--- src/rtl/carga_ventana.sv ---
// Per-frame window loader: copies the current image into the reference RAM, then
// refills the current RAM from the pixel stream and hands the frame to the search FSM.
module carga_ventana #(
   parameter int MSBI         = 10,
   parameter int WINDOW_DEPTH = 400
) (
   input  logic            clk_fsm,
   input  logic            reset_n,
   input  logic            sof,
   input  logic [23:0]     pix_data,
   input  logic            pix_valid,
   output logic            pix_ready,
   output logic            search_start,
   input  logic            search_finish,
   output logic [1:0]      cont_img,
   output logic [MSBI:0]   window_limit,
   output logic [MSBI:0]   add_rd_act,
   input  logic [24:0]     data_rd_act,
   output logic [MSBI:0]   add_wr_act,
   output logic [24:0]     data_wr_act,
   output logic            wr_en_act,
   output logic [MSBI:0]   add_wr_ref,
   output logic [24:0]     data_wr_ref,
   output logic            wr_en_ref,
   output logic            busy,
   output logic            frame_done,
   output logic            overrun
);

   localparam int AW = MSBI + 1;
   localparam logic [MSBI:0] DEPTH = AW'(WINDOW_DEPTH);
   localparam logic [MSBI:0] LAST  = AW'(WINDOW_DEPTH - 1);

   typedef enum logic [2:0] {
      IDLE,
      COPY,
      LOAD,
      FIRST,
      START,
      WAIT
   } state_t;

   state_t        state;
   logic [MSBI:0] rd_addr;
   logic [MSBI:0] wr_addr;
   logic [1:0]    cont_q;
   logic          first_frame;
   logic          overrun_q;
   logic          busy_q;
   logic          ready_q;
   logic          wr_en_ref_q;
   logic          start_q;
   logic          done_q;

   // The "used" flag of the read word is deliberately discarded on copy.
   logic          unused_used_flag;
   assign unused_used_flag = data_rd_act[24];

   assign window_limit = LAST;
   assign add_rd_act   = rd_addr;
   assign add_wr_ref   = wr_addr;
   assign add_wr_act   = wr_addr;
   assign data_wr_ref  = {1'b0, data_rd_act[23:0]};
   assign data_wr_act  = {1'b0, pix_data};
   assign wr_en_ref    = wr_en_ref_q;
   assign wr_en_act    = ready_q & pix_valid;
   assign pix_ready    = ready_q;
   assign search_start = start_q;
   assign frame_done   = done_q;
   assign cont_img     = cont_q;
   assign overrun      = overrun_q;
   assign busy         = busy_q;

   always_ff @(posedge clk_fsm) begin
      if (!reset_n) begin
         state       <= IDLE;
         rd_addr     <= '0;
         wr_addr     <= '0;
         cont_q      <= 2'd0;
         first_frame <= 1'b1;
         overrun_q   <= 1'b0;
         busy_q      <= 1'b0;
         ready_q     <= 1'b0;
         wr_en_ref_q <= 1'b0;
         start_q     <= 1'b0;
         done_q      <= 1'b0;
      end else begin
         start_q     <= 1'b0;
         done_q      <= 1'b0;
         wr_en_ref_q <= 1'b0;
         if (sof && state != IDLE)
            overrun_q <= 1'b1;

         case (state)
            IDLE: begin
               if (sof) begin
                  state   <= COPY;
                  rd_addr <= '0;
                  wr_addr <= '0;
                  busy_q  <= 1'b1;
               end
            end

            // Read address leads the ref write by one cycle to cover RAM latency.
            COPY: begin
               if (rd_addr != DEPTH) begin
                  rd_addr     <= rd_addr + 1'b1;
                  wr_addr     <= rd_addr;
                  wr_en_ref_q <= 1'b1;
               end else begin
                  state   <= LOAD;
                  wr_addr <= '0;
                  ready_q <= 1'b1;
               end
            end

            LOAD: begin
               if (pix_valid) begin
                  wr_addr <= wr_addr + 1'b1;
                  if (wr_addr == LAST) begin
                     ready_q <= 1'b0;
                     if (first_frame) begin
                        state  <= FIRST;
                        done_q <= 1'b1;
                     end else begin
                        state   <= START;
                        start_q <= 1'b1;
                     end
                  end
               end
            end

            // No reference exists yet on the first frame, so skip the search.
            FIRST: begin
               first_frame <= 1'b0;
               state       <= IDLE;
               busy_q      <= 1'b0;
            end

            START: begin
               state <= WAIT;
            end

            WAIT: begin
               if (search_finish) begin
                  cont_q <= cont_q + 2'd1;
                  done_q <= 1'b1;
                  state  <= IDLE;
                  busy_q <= 1'b0;
               end
            end

            default: begin
               state   <= IDLE;
               busy_q  <= 1'b0;
               ready_q <= 1'b0;
            end
         endcase
      end
   end

endmodule

--- config.mk ---
export PLATFORM = sky130hd
export DESIGN_NAME = carga_ventana
export DESIGN_NICKNAME = d
export VERILOG_FILES = /design/src/rtl/carga_ventana.sv
export SDC_FILE = /design/constraint.sdc
export NUM_CORES = 1
export LEC_CHECK = 0
export ABC_AREA = 0
export ABC_CLOCK_PERIOD_IN_PS = 2500
export BUFFER_PORTS_ARGS = -buffer_cell sky130_fd_sc_hd__buf_2
export CAP_MARGIN = 20
export CORE_UTILIZATION = 29
export CTS_CLUSTER_SIZE = 28
export DETAILED_ROUTE_END_ITERATION = 6
export PLACE_DENSITY = 0.66
export SLEW_MARGIN = 25
export SYNTH_ARGS = -nofsm -noshare
export SYNTH_HDL_FRONTEND = slang
export SYNTH_SLANG_ARGS = --single-unit
--- constraint.sdc ---
create_clock -name clk_fsm -period 2.5 [get_ports clk_fsm]
set_input_delay 0.25 -clock clk_fsm [delete_from_list [all_inputs] [get_ports clk_fsm]]
set_output_delay 0.25 -clock clk_fsm [all_outputs]
set_load 0.01 [all_outputs]
Yosys cells after proc, flatten, opt, wreduce, memory -nomap -nowiden. Index checks and enable logic that the tools add are counted.

Bits in writable memories: 0. Bits of input ports: 54. Bits in latches: 0. Register bits: 34. Memories: 0. Bits in read-only memories: 0.

Div/mod/pow operators: 0. Reductions and logical operators: 15. Shift-type cells: 0. Magnitude comparators: 0. $mul: 0. Muxes and demuxes: 27. $add $sub $neg: 3. Equal/unequal tests: 13. Bitwise logic cells: 3.

Operators by type and width (number): 11-bit 2-to-1 mux (4); 11-bit case mux with 3 select lines (1); 11-bit by 1-bit adder with 11-bit output (second input constant) (2); 11-bit case mux with 2 select lines (1); 3-bit 2-to-1 mux (6); 3-bit case mux with 5 select lines (1); 2-bit != test (second input constant) (6); 11-bit by 9-bit equality test with 1-bit output (second input constant) (1); 1-bit 2-to-1 mux (11); 11-bit by 9-bit != test with 1-bit output (second input constant) (1); 3-bit AND reduction (3); 4-bit AND reduction (2); 3-bit by 2-bit equality test with 1-bit output (second input constant) (2); 3-bit equality test (second input constant) (2); 1-bit case mux with 3 select lines (2); 3-bit nonzero test (2); 5-bit AND reduction (1); 2-bit AND reduction (2); 4-bit OR reduction (1); 3-bit by 1-bit equality test with 1-bit output (second input constant) (1); 3-bit zero test (1); 3-bit OR reduction (1); 2-bit by 1-bit adder with 2-bit output (second input constant) (1); 1-bit NOT (2); 4 further kinds (4).

Depth between registers and ports, before layout. Gate-level depths: netlist of the first run.

Depth in word-level cells: 4. Gate-level depth with buffers: 7. Gate-level depth less buffers: 6.

Worst setup path after synthesis of the first run. No wires, ideal clock.

Path type: register to register. Start: register state[2]. End: register rd_addr[9] (netlist: add_rd_act[9]). Slack: 0.443 ns. Arrival: 1.987 ns. Period minus slack after synthesis: 2.057 ns. Library setup time: 0.070 ns. Buffers on the path: 3. Stages on the path, launching flop included: 8. Cell sequence: dfxtp_1 -> buf_6 -> or2_0 -> buf_2 -> or4_4 -> buf_6 -> or4_1 -> a21oi_1.

Longest elaborated chain between the ends: 3. Elaborated cells between the ends (all ways): 7. Those cells by class: eq/ne: 3; mux: 1; reduce/logical: 3.

Ends and longest elaborated chain: from (decl) (line 43) `state_t state;`; from (signal assigned) (line 76) `state <= IDLE;`; from (signal assigned) (line 97) `state <= COPY;`; from (signal assigned) (line 111) `state <= LOAD;`; 3-bit by 1-bit equality test with 1-bit output or 3-bit zero test (tied branches) (line 94) `case (state)`; 2-bit != test (no source line) or 2-bit nonzero test (tied branches); 3-bit AND reduction (no source line); to (signal assigned) (line 107) `rd_addr <= rd_addr + 1'b1;`; to (decl) (line 44) `logic [MSBI:0] rd_addr;`.

Several ways; a longest one is shown, not always the timed one. A chain may end at the register's enable or synchronous reset.

Worst setup path after layout of the first run.
Start: register rd_addr[0] (netlist: add_rd_act[0]). End: register wr_addr[1] (netlist: add_wr_act[1]).

Longest elaborated chain between the ends: 3.

Ends and longest elaborated chain: 11-bit by 9-bit != test with 1-bit output (line 106) `if (rd_addr != DEPTH) begin`; 11-bit 2-to-1 mux (line 106); 11-bit case mux with 3 select lines (line 94); to (signal assigned) (line 108) `wr_addr <= rd_addr;`; to (signal assigned) (line 119) `wr_addr <= wr_addr + 1'b1;`; to (decl) (line 45) `logic [MSBI:0] wr_addr;`.

No other way between the ends.

==> metrics.yaml, run 1 <==
status:
  status: "finished clean"
cts:
  post_cts_buffers: 0
  ctsHtreeMaxLevel: 2
  cts_resized: 0
  insertion_delay_ns: 0.29
  cts_buffer_depth: 2
  clock-root-buffer: "clkbuf_8"
  clkTransAtPathRegs_ns: 0.07
  cts_tree: "built"
  hold_buffers: 0
  clock_sinks: 34
  cts-buffers-inserted: 5
global_route:
  grt_pass1_wl_um: 9370
  grt_start_max_net_pins: 23
  grt_pass1_vias: 1890
  antenna_found_initial: 0
  track_usage_pct: 13.6
  overflow: 0
worst_setup_path:
  crit_end: "add_wr_act[1]$_SDFFE_PN0P_"
  worst-r2r-cell-count: 6
  slowest_stage: "nor4b_1"
  ff2ff_setup_slack_ns: 0.42
  timing.rr.end: "add_wr_act[1]$_SDFFE_PN0P_"
  path_delay_family: "compound AO/OA/AOI/OAI gates"
  cp.required_ns: 2.66
  startpoint: "add_rd_act[0]$_SDFFE_PN0P_"
  worstPathMaxFanout: 8
  crit_buf_inv: 1
  slowest_delay_ns: 0.43
  cp-start-kind: "flip-flop"
  arrival_ns: 2.24
  critPathCaptureType: "flip-flop"
  reg2reg_from: "add_rd_act[0]$_SDFFE_PN0P_"
  path_depth: 6
  crit_type: "flip-flop to flip-flop"
  path_cells: "inv_1 > ha_1 > nor4b_1 > a31oi_1 > a222oi_1 > nor2_1"
synth:
  syn_inst: 312
  synthTopCellsByCount: "buf_4 (72), dfxtp_1 (34), a21oi_1 (17), nand2_1 (17), nor2_1 (14)"
  synth-edff-count: 0
  synth_warnings: 0
  yosys.area.top_type: "dfxtp_1"
  yosysUniqueCellTypes: 57
  synth-main-ff-cell: "dfxtp_1"
  synth-seq-area-share_pct: 27.4
  syn_avg_cell_area_um2: 7.97
  synth_area_mm2: 0.00249
  ys_seq_elements: 34
  synth.top_cell.area_share_pct: 27.4
  yosysMostFrequentCell: "buf_4"
  ys_top_cells_by_area: "dfxtp_1 (27%), buf_4 (22%), a21oi_1 (3.4%)"
  ys_async_sr_fraction_pct: 0
job:
  max_cap_viol_count: 0
power:
  ir_drop_v: 0.000196
  power_density_mw_per_mm2: 495
  power.leakage_nw: 0.953
timing:
  fin_skew_ns: 0.00473
  slew_violations: 0
  slew_headroom_pct: 46.7
  setup_viol: 0
  max_freq_ghz: 0.480
  fin_tns_setup_ns: 0
  layout_setup_ws_ns: 0.418
  hold_viol_final: 0
  rsz0062_at_grt: "no"
  fin_crit_sh_pct: 83.3
  worstMarginPinSlew_ns: 0.795
  fin_crit_ns: 2.08
place:
  pre_cts_slack_ns: 0.477
  io_buffers: 46
  dp_hpwl_um: 4340
  finalWeightedCongestion: 0.826
min_path:
  min_path_cells: 3
  hold_path.class: "input pin to flip-flop"
layout:
  n_fill_cell: 915
  antenna_cells: 0
  layout-drive-gt1-share_pct: 22.2
  area_delta_synth_final_pct: -2.67
  layout.nets: 353
drt:
  first_pass_iters: 4
  drt_iter0_markers: 142
  postRouteAntennaNets: 0
  drt-vias-per-instance: 5.24
  post_drt_wl_per_cell_um: 14.7
  drc: 0
  wl_um: 5900
  vias: 2105
floorplan:
  die_h_um: 94.6
  pin_count: 157
  fp.dieArea_mm2: 0.00895
  die_w_um: 94.6
  core_mm2: 0.00826
  start_util_pct: 30.1
  row_count: 33
## kinds of logic (layout without fill, tap and decap cells)
group | count (synthesis) | count (layout) | share of synthesized area (%)
and+or+nand+nor | 96 | 96 | 21.8
other | 2 | 13 | 0.302
AOI/OAI and AO/OA | 73 | 73 | 20.6
xor gates and xnor gates | 6 | 6 | 2.11
buffers and inverters | 98 | 72 | 26.3
adders and majority gates | 3 | 3 | 1.51
DFF | 34 | 34 | 27.4
## metrics by stage
step	total power [mW]	area [um2]	instances	hold slack, ns	util [%]
floorplan	0.816	2530	323	0.411	-
global placement	0.781	2330	394	0.437	28.2
detailed placement	0.783	2330	394	0.448	28.2
CTS	1.21	2420	402	0.315	29.3
global route	1.27	2420	402	0.336	29.3
finish	1.20	2420	402	0.320	29.3
## layout by cell type, fill, tap and decap left out, drive strengths merged, types with 3 or more instances in the layout
master	instances
buf	53
dfxtp	34
nand2	17
a21oi	17
nor2	14
conb	13
nand3	11
inv	10
or4	8
o31ai	7
o21ai	7
clkbuf	7
nor4	6
nand4	6
o21a	5
nor3	5
a211oi	5
and2	5
a31oi	4
nand2b	4
xnor2	4
o211ai	4
nor4b	3
and4	3
o2bb2ai	3
a22oi	3
ha	3
## registers in the layout, summed over array words and instances (netlist names)
signal	flops
add_rd_act	11
add_wr_act	11
state	3
cont_img	2
busy	1
first_frame	1
frame_done	1
overrun	1
pix_ready	1
search_start	1
wr_en_ref	1
## layout make-up
type	instances	area, um2	share of cell area, %
timing repair buffer	53	283	11.7
sequential	34	681	28.1
clock inverter	1	5.00	0.207
tap	105	131	5.43
multi-input combinational	191	1190	49.3
inverter	11	41.3	1.71
clock buffer	7	86.3	3.57
## worst min-delay path, stage by stage
cell and delay (ns):
buf_2 0.13, nand2_1 0.07, a31o_2 0.13
## layer usage
metal	share of wire (%)	GRT usage, %	routed length [um]	vias up
li1	-	-	-	1004
met1	43	17.6	2550	992
met2	45	20.5	2630	95
met3	10	4.51	609	14
met4	1.8	5.56	104	0
met5	0	0	0	-
## power by group
group          leakage [nW]  total, mW  switching (mW)  internal, mW
Sequential            0.276      0.577          0.0184         0.558
Clock                0.0482      0.423           0.201         0.222
Combinational         0.629      0.198           0.130        0.0682
Total                 0.953       1.20           0.350         0.849
## how the worst min path moves through the flow
stage | startpoint | to
floorplan | sof | overrun$_SDFFE_PN0P_
global placement | overrun$_SDFFE_PN0P_ | overrun$_SDFFE_PN0P_
detailed placement | overrun$_SDFFE_PN0P_ | overrun$_SDFFE_PN0P_
CTS | search_finish | state[2]$_SDFFE_PN0P_
global route | search_finish | state[2]$_SDFFE_PN0P_
finish | search_finish | state[2]$_SDFFE_PN0P_
(Power assumes the default switching activity.)
==> run 2: changes to the inputs <==
--- a/config.mk
+++ b/config.mk
@@ -6,13 +6,13 @@
 export NUM_CORES = 1
 export LEC_CHECK = 0
 export ABC_AREA = 0
-export ABC_CLOCK_PERIOD_IN_PS = 2500
+export ABC_CLOCK_PERIOD_IN_PS = 1850
 export BUFFER_PORTS_ARGS = -buffer_cell sky130_fd_sc_hd__buf_2
 export CAP_MARGIN = 20
 export CORE_UTILIZATION = 29
 export CTS_CLUSTER_SIZE = 28
 export DETAILED_ROUTE_END_ITERATION = 6
-export PLACE_DENSITY = 0.66
+export PLACE_DENSITY = 0.68
 export SLEW_MARGIN = 25
 export SYNTH_ARGS = -nofsm -noshare
 export SYNTH_HDL_FRONTEND = slang
==> constraint.sdc (replaced) <==
create_clock -name clk_fsm -period 1.85 [get_ports clk_fsm]
set_input_delay 0.185 -clock clk_fsm [delete_from_list [all_inputs] [get_ports clk_fsm]]
set_output_delay 0.185 -clock clk_fsm [all_outputs]
set_load 0.01 [all_outputs]
==> run 2 against run 1 <==
Against the previous run: worst hold slack got worse by 0.062 ns; core utilization increased by 2.1 points; non-clock buffer count increased by 20; first-iteration DRC count decreased by 42%; clock power increased by 37%; maximum frequency increased by 18%; register-to-register slack got worse by 0.33 ns; global-route usage increased by 0.24 points; via count increased by 2.5%; critical path depth decreased by 2; sequential power increased by 33%; routed wire length increased by 3.9%.
==> metrics.yaml, run 2 (synthesized netlist as in run 1, its figures left out) <==
worst_setup_path:
  worstPathMaxFanout: 12  # was 8
  ff2ff_setup_slack_ns: 0.09  # was 0.42 ns
  crit_type: "flip-flop to flip-flop"  # unchanged
  critPathCaptureType: "flip-flop"  # unchanged
  cp-start-kind: "flip-flop"  # unchanged
  arrival_ns: 1.98  # was 2.24 ns
  slowest_stage: "or4_4"  # was nor4b_1
  path_cells: "or2_0 > or4_4 > or4_1 > a21oi_1"  # was inv_1 > ha_1 > nor4b_1 > a31oi_1 > a222oi_1 > nor2_1
  slowest_delay_ns: 0.51  # was 0.43 ns
  cp.required_ns: 2.07  # was 2.66 ns
place:
  io_buffers: 46  # unchanged
  finalWeightedCongestion: 0.852  # was 0.826
  dp_hpwl_um: 4580  # was 4340 um
timing:
  max_freq_ghz: 0.568  # was 0.480 GHz
  fin_crit_sh_pct: 95.1  # was 83.3%
  fin_skew_ns: 0.00229  # was 0.00473 ns
  rsz0062_at_grt: "no"  # unchanged
  slew_headroom_pct: 65.8  # was 46.7%
  fin_tns_setup_ns: 0  # unchanged
  setup_viol: 0  # unchanged
  fin_crit_ns: 1.76  # was 2.08 ns
  hold_viol_final: 0  # unchanged
  slew_violations: 0  # unchanged
  worstMarginPinSlew_ns: 0.506  # was 0.795 ns
drt:
  postRouteAntennaNets: 0  # unchanged
  wl_um: 6130  # was 5900 um
  drc: 0  # unchanged
  vias: 2157  # was 2,105
  post_drt_wl_per_cell_um: 14.5  # was 14.7 um
  drt-vias-per-instance: 5.11  # was 5.24
  drt_iter0_markers: 82  # was 142
  first_pass_iters: 4  # unchanged
power:
  power.leakage_nw: 1.06  # was 0.953 nW
  power_density_mw_per_mm2: 643  # was 495 mW/mm2
  ir_drop_v: 0.000278  # was 0.000196 V
cts:
  ctsHtreeMaxLevel: 2  # unchanged
  insertion_delay_ns: 0.29  # about the same
  post_cts_buffers: 0  # unchanged
  cts_resized: 0  # unchanged
  cts-buffers-inserted: 5  # unchanged
  clock-root-buffer: "clkbuf_8"  # unchanged
  cts_tree: "built"  # unchanged
  clkTransAtPathRegs_ns: 0.07  # about the same
  hold_buffers: 0  # unchanged
  cts_buffer_depth: 2  # unchanged
  clock_sinks: 34  # unchanged
layout:
  final_common_cell: "buf_2"  # unchanged
  layout-drive-gt1-share_pct: 27.8  # was 22.2%
  area_delta_synth_final_pct: 4.18  # was -2.67%
  fin_util_pct: 31.4  # was 29.3%
  layout_common_cells: "buf_2 (46), dfxtp_1 (33), buf_4 (26), nand2_1 (17), a21oi_1 (17)"  # was buf_2 (46), dfxtp_1 (34), nand2_1 (17), a21oi_1 (17), nor2_1 (14)
  layout.nets: 373  # was 353
  antenna_cells: 0  # unchanged
floorplan:
  core_mm2: 0.00826  # unchanged
  start_util_pct: 30.1  # unchanged
  die_w_um: 94.6  # unchanged
  fp.dieArea_mm2: 0.00895  # unchanged
  pin_count: 157  # unchanged
  die_h_um: 94.6  # unchanged
  row_count: 33  # unchanged
global_route:
  track_usage_pct: 13.8  # was 13.6%
  grt_pass1_wl_um: 9520  # was 9370 um
  overflow: 0  # unchanged
  grt_pass1_vias: 1926  # was 1,890
  antenna_found_initial: 0  # unchanged
  grt_start_max_net_pins: 27  # was 23
status:
  status: "finished clean"  # unchanged
job:
  max_cap_viol_count: 0  # unchanged
min_path:
  hold_path.class: "input pin to flip-flop"  # unchanged
## run 2: worst max-delay path, delay by kind of cell (launching register included)
family	cells	cell delay, ns
flip-flops	1	0.31
AO/OA/AOI/OAI	1	0.15
AND/OR/NAND/NOR	3	1.23
## run 2: cell type report
type,count,area [um2]
fillers,899,5670
flip-flops and latches,34,682
well taps,105,131
multi-input cells,191,1200
inverters,11,41.3
repair buffers,73,445
clock inverters,1,5.00
clock buffers,7,86.3
## run 2: path summary, 6_finish.rpt
check | from | end | cells after the start
max reg2reg | state[2]$_SDFFE_PN0P_ | add_rd_act[7]$_SDFFE_PN0P_ | 4
min reg2reg | overrun$_SDFFE_PN0P_ | overrun$_SDFFE_PN0P_ | 2
max | state[2]$_SDFFE_PN0P_ | add_rd_act[7]$_SDFFE_PN0P_ | 4
min | search_finish | state[2]$_SDFFE_PN0P_ | 3
## run 2: per-stage QoR
step	setup slack [ns]	power (mW)	hold WS, ns	cells	area [um2]
final	0.0907	1.67	0.258	422	2590
after global routing	0.00793	1.75	0.270	422	2590
after CTS	0.0586	1.67	0.249	422	2580
after detailed placement	0.0783	1.10	0.370	414	2490
after global placement	0.126	1.09	0.370	414	2490
after floorplan	-0.0263	1.10	0.346	323	2530
## run 2: routing by layer
layer	vias to the layer above	part of all wire [%]	GRT usage (%)	routed length [um]
met5	-	0	0	0
met1	1019	45	17.5	2740
met3	7	7.8	4.03	480
met4	0	1.3	5.18	77
li1	1050	-	-	-
met2	81	46	22.1	2830
## run 2: power by group
| part | internal [mW] | leakage, nW | switching [mW] |
|---|---|---|---|
| clock | 0.300 | 0.0482 | 0.281 |
| sequential | 0.754 | 0.276 | 0.0126 |
| combinational | 0.123 | 0.738 | 0.194 |
==> run 3: changes to the inputs <==
--- a/config.mk
+++ b/config.mk
@@ -9,10 +9,11 @@
 export ABC_CLOCK_PERIOD_IN_PS = 1850
 export BUFFER_PORTS_ARGS = -buffer_cell sky130_fd_sc_hd__buf_2
 export CAP_MARGIN = 20
-export CORE_UTILIZATION = 29
+export CORE_UTILIZATION = 39
 export CTS_CLUSTER_SIZE = 28
 export DETAILED_ROUTE_END_ITERATION = 6
-export PLACE_DENSITY = 0.68
+export MAX_ROUTING_LAYER = met4
+export PLACE_DENSITY = 0.85
 export SLEW_MARGIN = 25
 export SYNTH_ARGS = -nofsm -noshare
 export SYNTH_HDL_FRONTEND = slang
==> run 3 against run 2 <==
Against the previous run: power grew 0.23%; non-clock buffer count shrank 2; final area down 2.1%; combinational power is essentially flat; sequential share of layout area is 0.51 points higher; maximum frequency is 1.2% lower; sequential power is essentially flat; register-to-register slack got worse by 0.02 ns; via count is 5.4% higher; core utilization increased by 11 points; clock power is 0.9% higher; largest power group unchanged; highest routed layer unchanged.
==> metrics.yaml, run 3 (synthesized netlist as in run 1, its figures left out) <==
status:
  status: "finished clean"  # unchanged
power:
  power.leakage_nw: 1.05  # was 1.06 nW
  ir_drop_v: 0.000294  # was 0.000278 V
  power_density_mw_per_mm2: 658  # was 643 mW/mm2
  p_total_mw: 1.67  # about the same
floorplan:
  fp.dieArea_mm2: 0.00670  # was 0.00895 mm2
  core_mm2: 0.00603  # was 0.00826 mm2
  pin_count: 157  # unchanged
  die_w_um: 81.9  # was 94.6 um
  start_util_pct: 41.3  # was 30.1%
  row_count: 28  # was 33
  die_h_um: 81.9  # was 94.6 um
worst_setup_path:
  worstPathMaxFanout: 12  # unchanged
  cp.required_ns: 2.09  # was 2.07 ns
  arrival_ns: 2.02  # was 1.98 ns
  cp-start-kind: "flip-flop"  # unchanged
  crit_type: "flip-flop to flip-flop"  # unchanged
  critPathCaptureType: "flip-flop"  # unchanged
layout:
  multiInputGateArea_mm2: 0.00121  # was 0.00120 mm2
  fin_util_pct: 42.1  # was 31.4%
  seq_area_um2: 681  # was 682 um2
  layout.nets: 371  # was 373
  layoutNonFillerInstCount: 390  # was 422
  area_delta_synth_final_pct: 2.01  # was 4.18%
  layout-drive-gt1-share_pct: 27.6  # was 27.8%
  n_fill_cell: 623  # was 899
  final_common_cell: "buf_2"  # unchanged
  fin_area_mm2: 0.00254  # was 0.00259 mm2
  antenna_cells: 0  # unchanged
  layout_common_cells: "buf_2 (46), dfxtp_1 (34), buf_4 (25), nand2_1 (17), a21oi_1 (17)"  # was buf_2 (46), dfxtp_1 (33), buf_4 (26), nand2_1 (17), a21oi_1 (17)
global_route:
  grt_start_max_net_pins: 25  # was 27
  grt_pass1_wl_um: 9490  # was 9520 um
  overflow: 0  # unchanged
  grt_pass1_vias: 2014  # was 1,926
  antenna_found_initial: 0  # unchanged
  track_usage_pct: 19.2  # was 13.8%
place:
  finalWeightedCongestion: 0.884  # was 0.852
  place_inst: 382  # was 414
  io_buffers: 46  # unchanged
  pre_cts_slack_ns: 0.101  # was 0.0783 ns
  placed_area_mm2: 0.00243  # was 0.00249 mm2
  dp_hpwl_um: 4450  # was 4580 um
cts:
  insertion_delay_ns: 0.30  # was 0.29 ns
  ctsHtreeMaxLevel: 2  # unchanged
  cts_buffer_depth: 2  # unchanged
  clock_sinks: 34  # unchanged
  cts-buffers-inserted: 5  # unchanged
  cts_tree: "built"  # unchanged
  clkTransAtPathRegs_ns: 0.07  # about the same
  clock-root-buffer: "clkbuf_8"  # unchanged
timing:
  slew_violations: 0  # unchanged
  worst_hold_slack_ns: 0.229  # was 0.258 ns
  hold_viol_final: 0  # unchanged
  layout_setup_ws_ns: 0.0689  # was 0.0907 ns
  fin_crit_ns: 1.78  # was 1.76 ns
  rsz0062_at_grt: "no"  # unchanged
  fin_tns_setup_ns: 0  # unchanged
  fin_crit_sh_pct: 96.3  # was 95.1%
  setup_viol: 0  # unchanged
  fin_skew_ns: 0.00361  # was 0.00229 ns
  max_freq_ghz: 0.561  # was 0.568 GHz
drt:
  post_drt_wl_per_cell_um: 15.3  # was 14.5 um
  drt_iter0_markers: 238  # was 82
  first_pass_iters: 5  # was 4
  drc: 0  # unchanged
  drt-vias-per-instance: 5.83  # was 5.11
  postRouteAntennaNets: 0  # unchanged
  vias: 2274  # was 2,157
  wl_um: 5980  # was 6130 um
min_path:
  hold_path.class: "input pin to flip-flop"  # unchanged
job:
  max_cap_viol_count: 0  # unchanged
-- run 3: changes by cell type in the layout (fill, tap and decap cells not counted), sizes merged --
| cell | before | now |
|---|---|---|
| buf | 73 | 71 |
-- run 3: report_power, final --
part           leakage [nW]  switching, mW  internal [mW]
registers             0.276         0.0130          0.754
logic                 0.726          0.196          0.120
clock network        0.0482          0.286          0.300
total                  1.05          0.495           1.17
-- run 3: cell type report --
cell class	instances	area share, %
clock inverter	1	0.197
timing repair buffer	71	16.5
sequential	34	26.8
tap	75	3.70
inverter	11	1.63
multi-input combinational	191	47.8
clock buffer	7	3.40
-- run 3: path summary, 6_finish.rpt --
| check | cells after the start | startpoint | endpoint | slack (ns) |
|---|---|---|---|---|
| worst max-delay path | 4 | state[2]$_SDFFE_PN0P_ | add_rd_act[10]$_SDFFE_PN0P_ | 0.07 |
| worst min-delay path | 3 | sof | overrun$_SDFFE_PN0P_ | 0.23 |
| worst max register to register | 4 | state[2]$_SDFFE_PN0P_ | add_rd_act[10]$_SDFFE_PN0P_ | 0.07 |
| worst min register to register | 2 | overrun$_SDFFE_PN0P_ | overrun$_SDFFE_PN0P_ | 0.45 |
-- run 3: timing repair --
| action | CTS | global route |
|---|---|---|
| buffers inserted | 0 | 0 |
| setup endpoints to repair | 0 | 6 |
| gates resized for setup | 0 | 3 |
| hold buffers | 0 | 0 |
-- run 3: metal layers --
metal / GRT usage [%] / wire, um / vias to the layer above
met2: 29.2 / 2740 / 146
li1: - / - / 1044
met3: 6.22 / 535 / 24
met5: - / 0 / -
met1: 22.6 / 2560 / 1060
met4: 9.47 / 144 / 0
-- run 3: critical path, cell delays in order, from the launching register on --
cell and delay, ns:
dfxtp_1 0.32, or2_0 0.24, or4_4 0.50, or4_1 0.50, a21oi_1 0.15
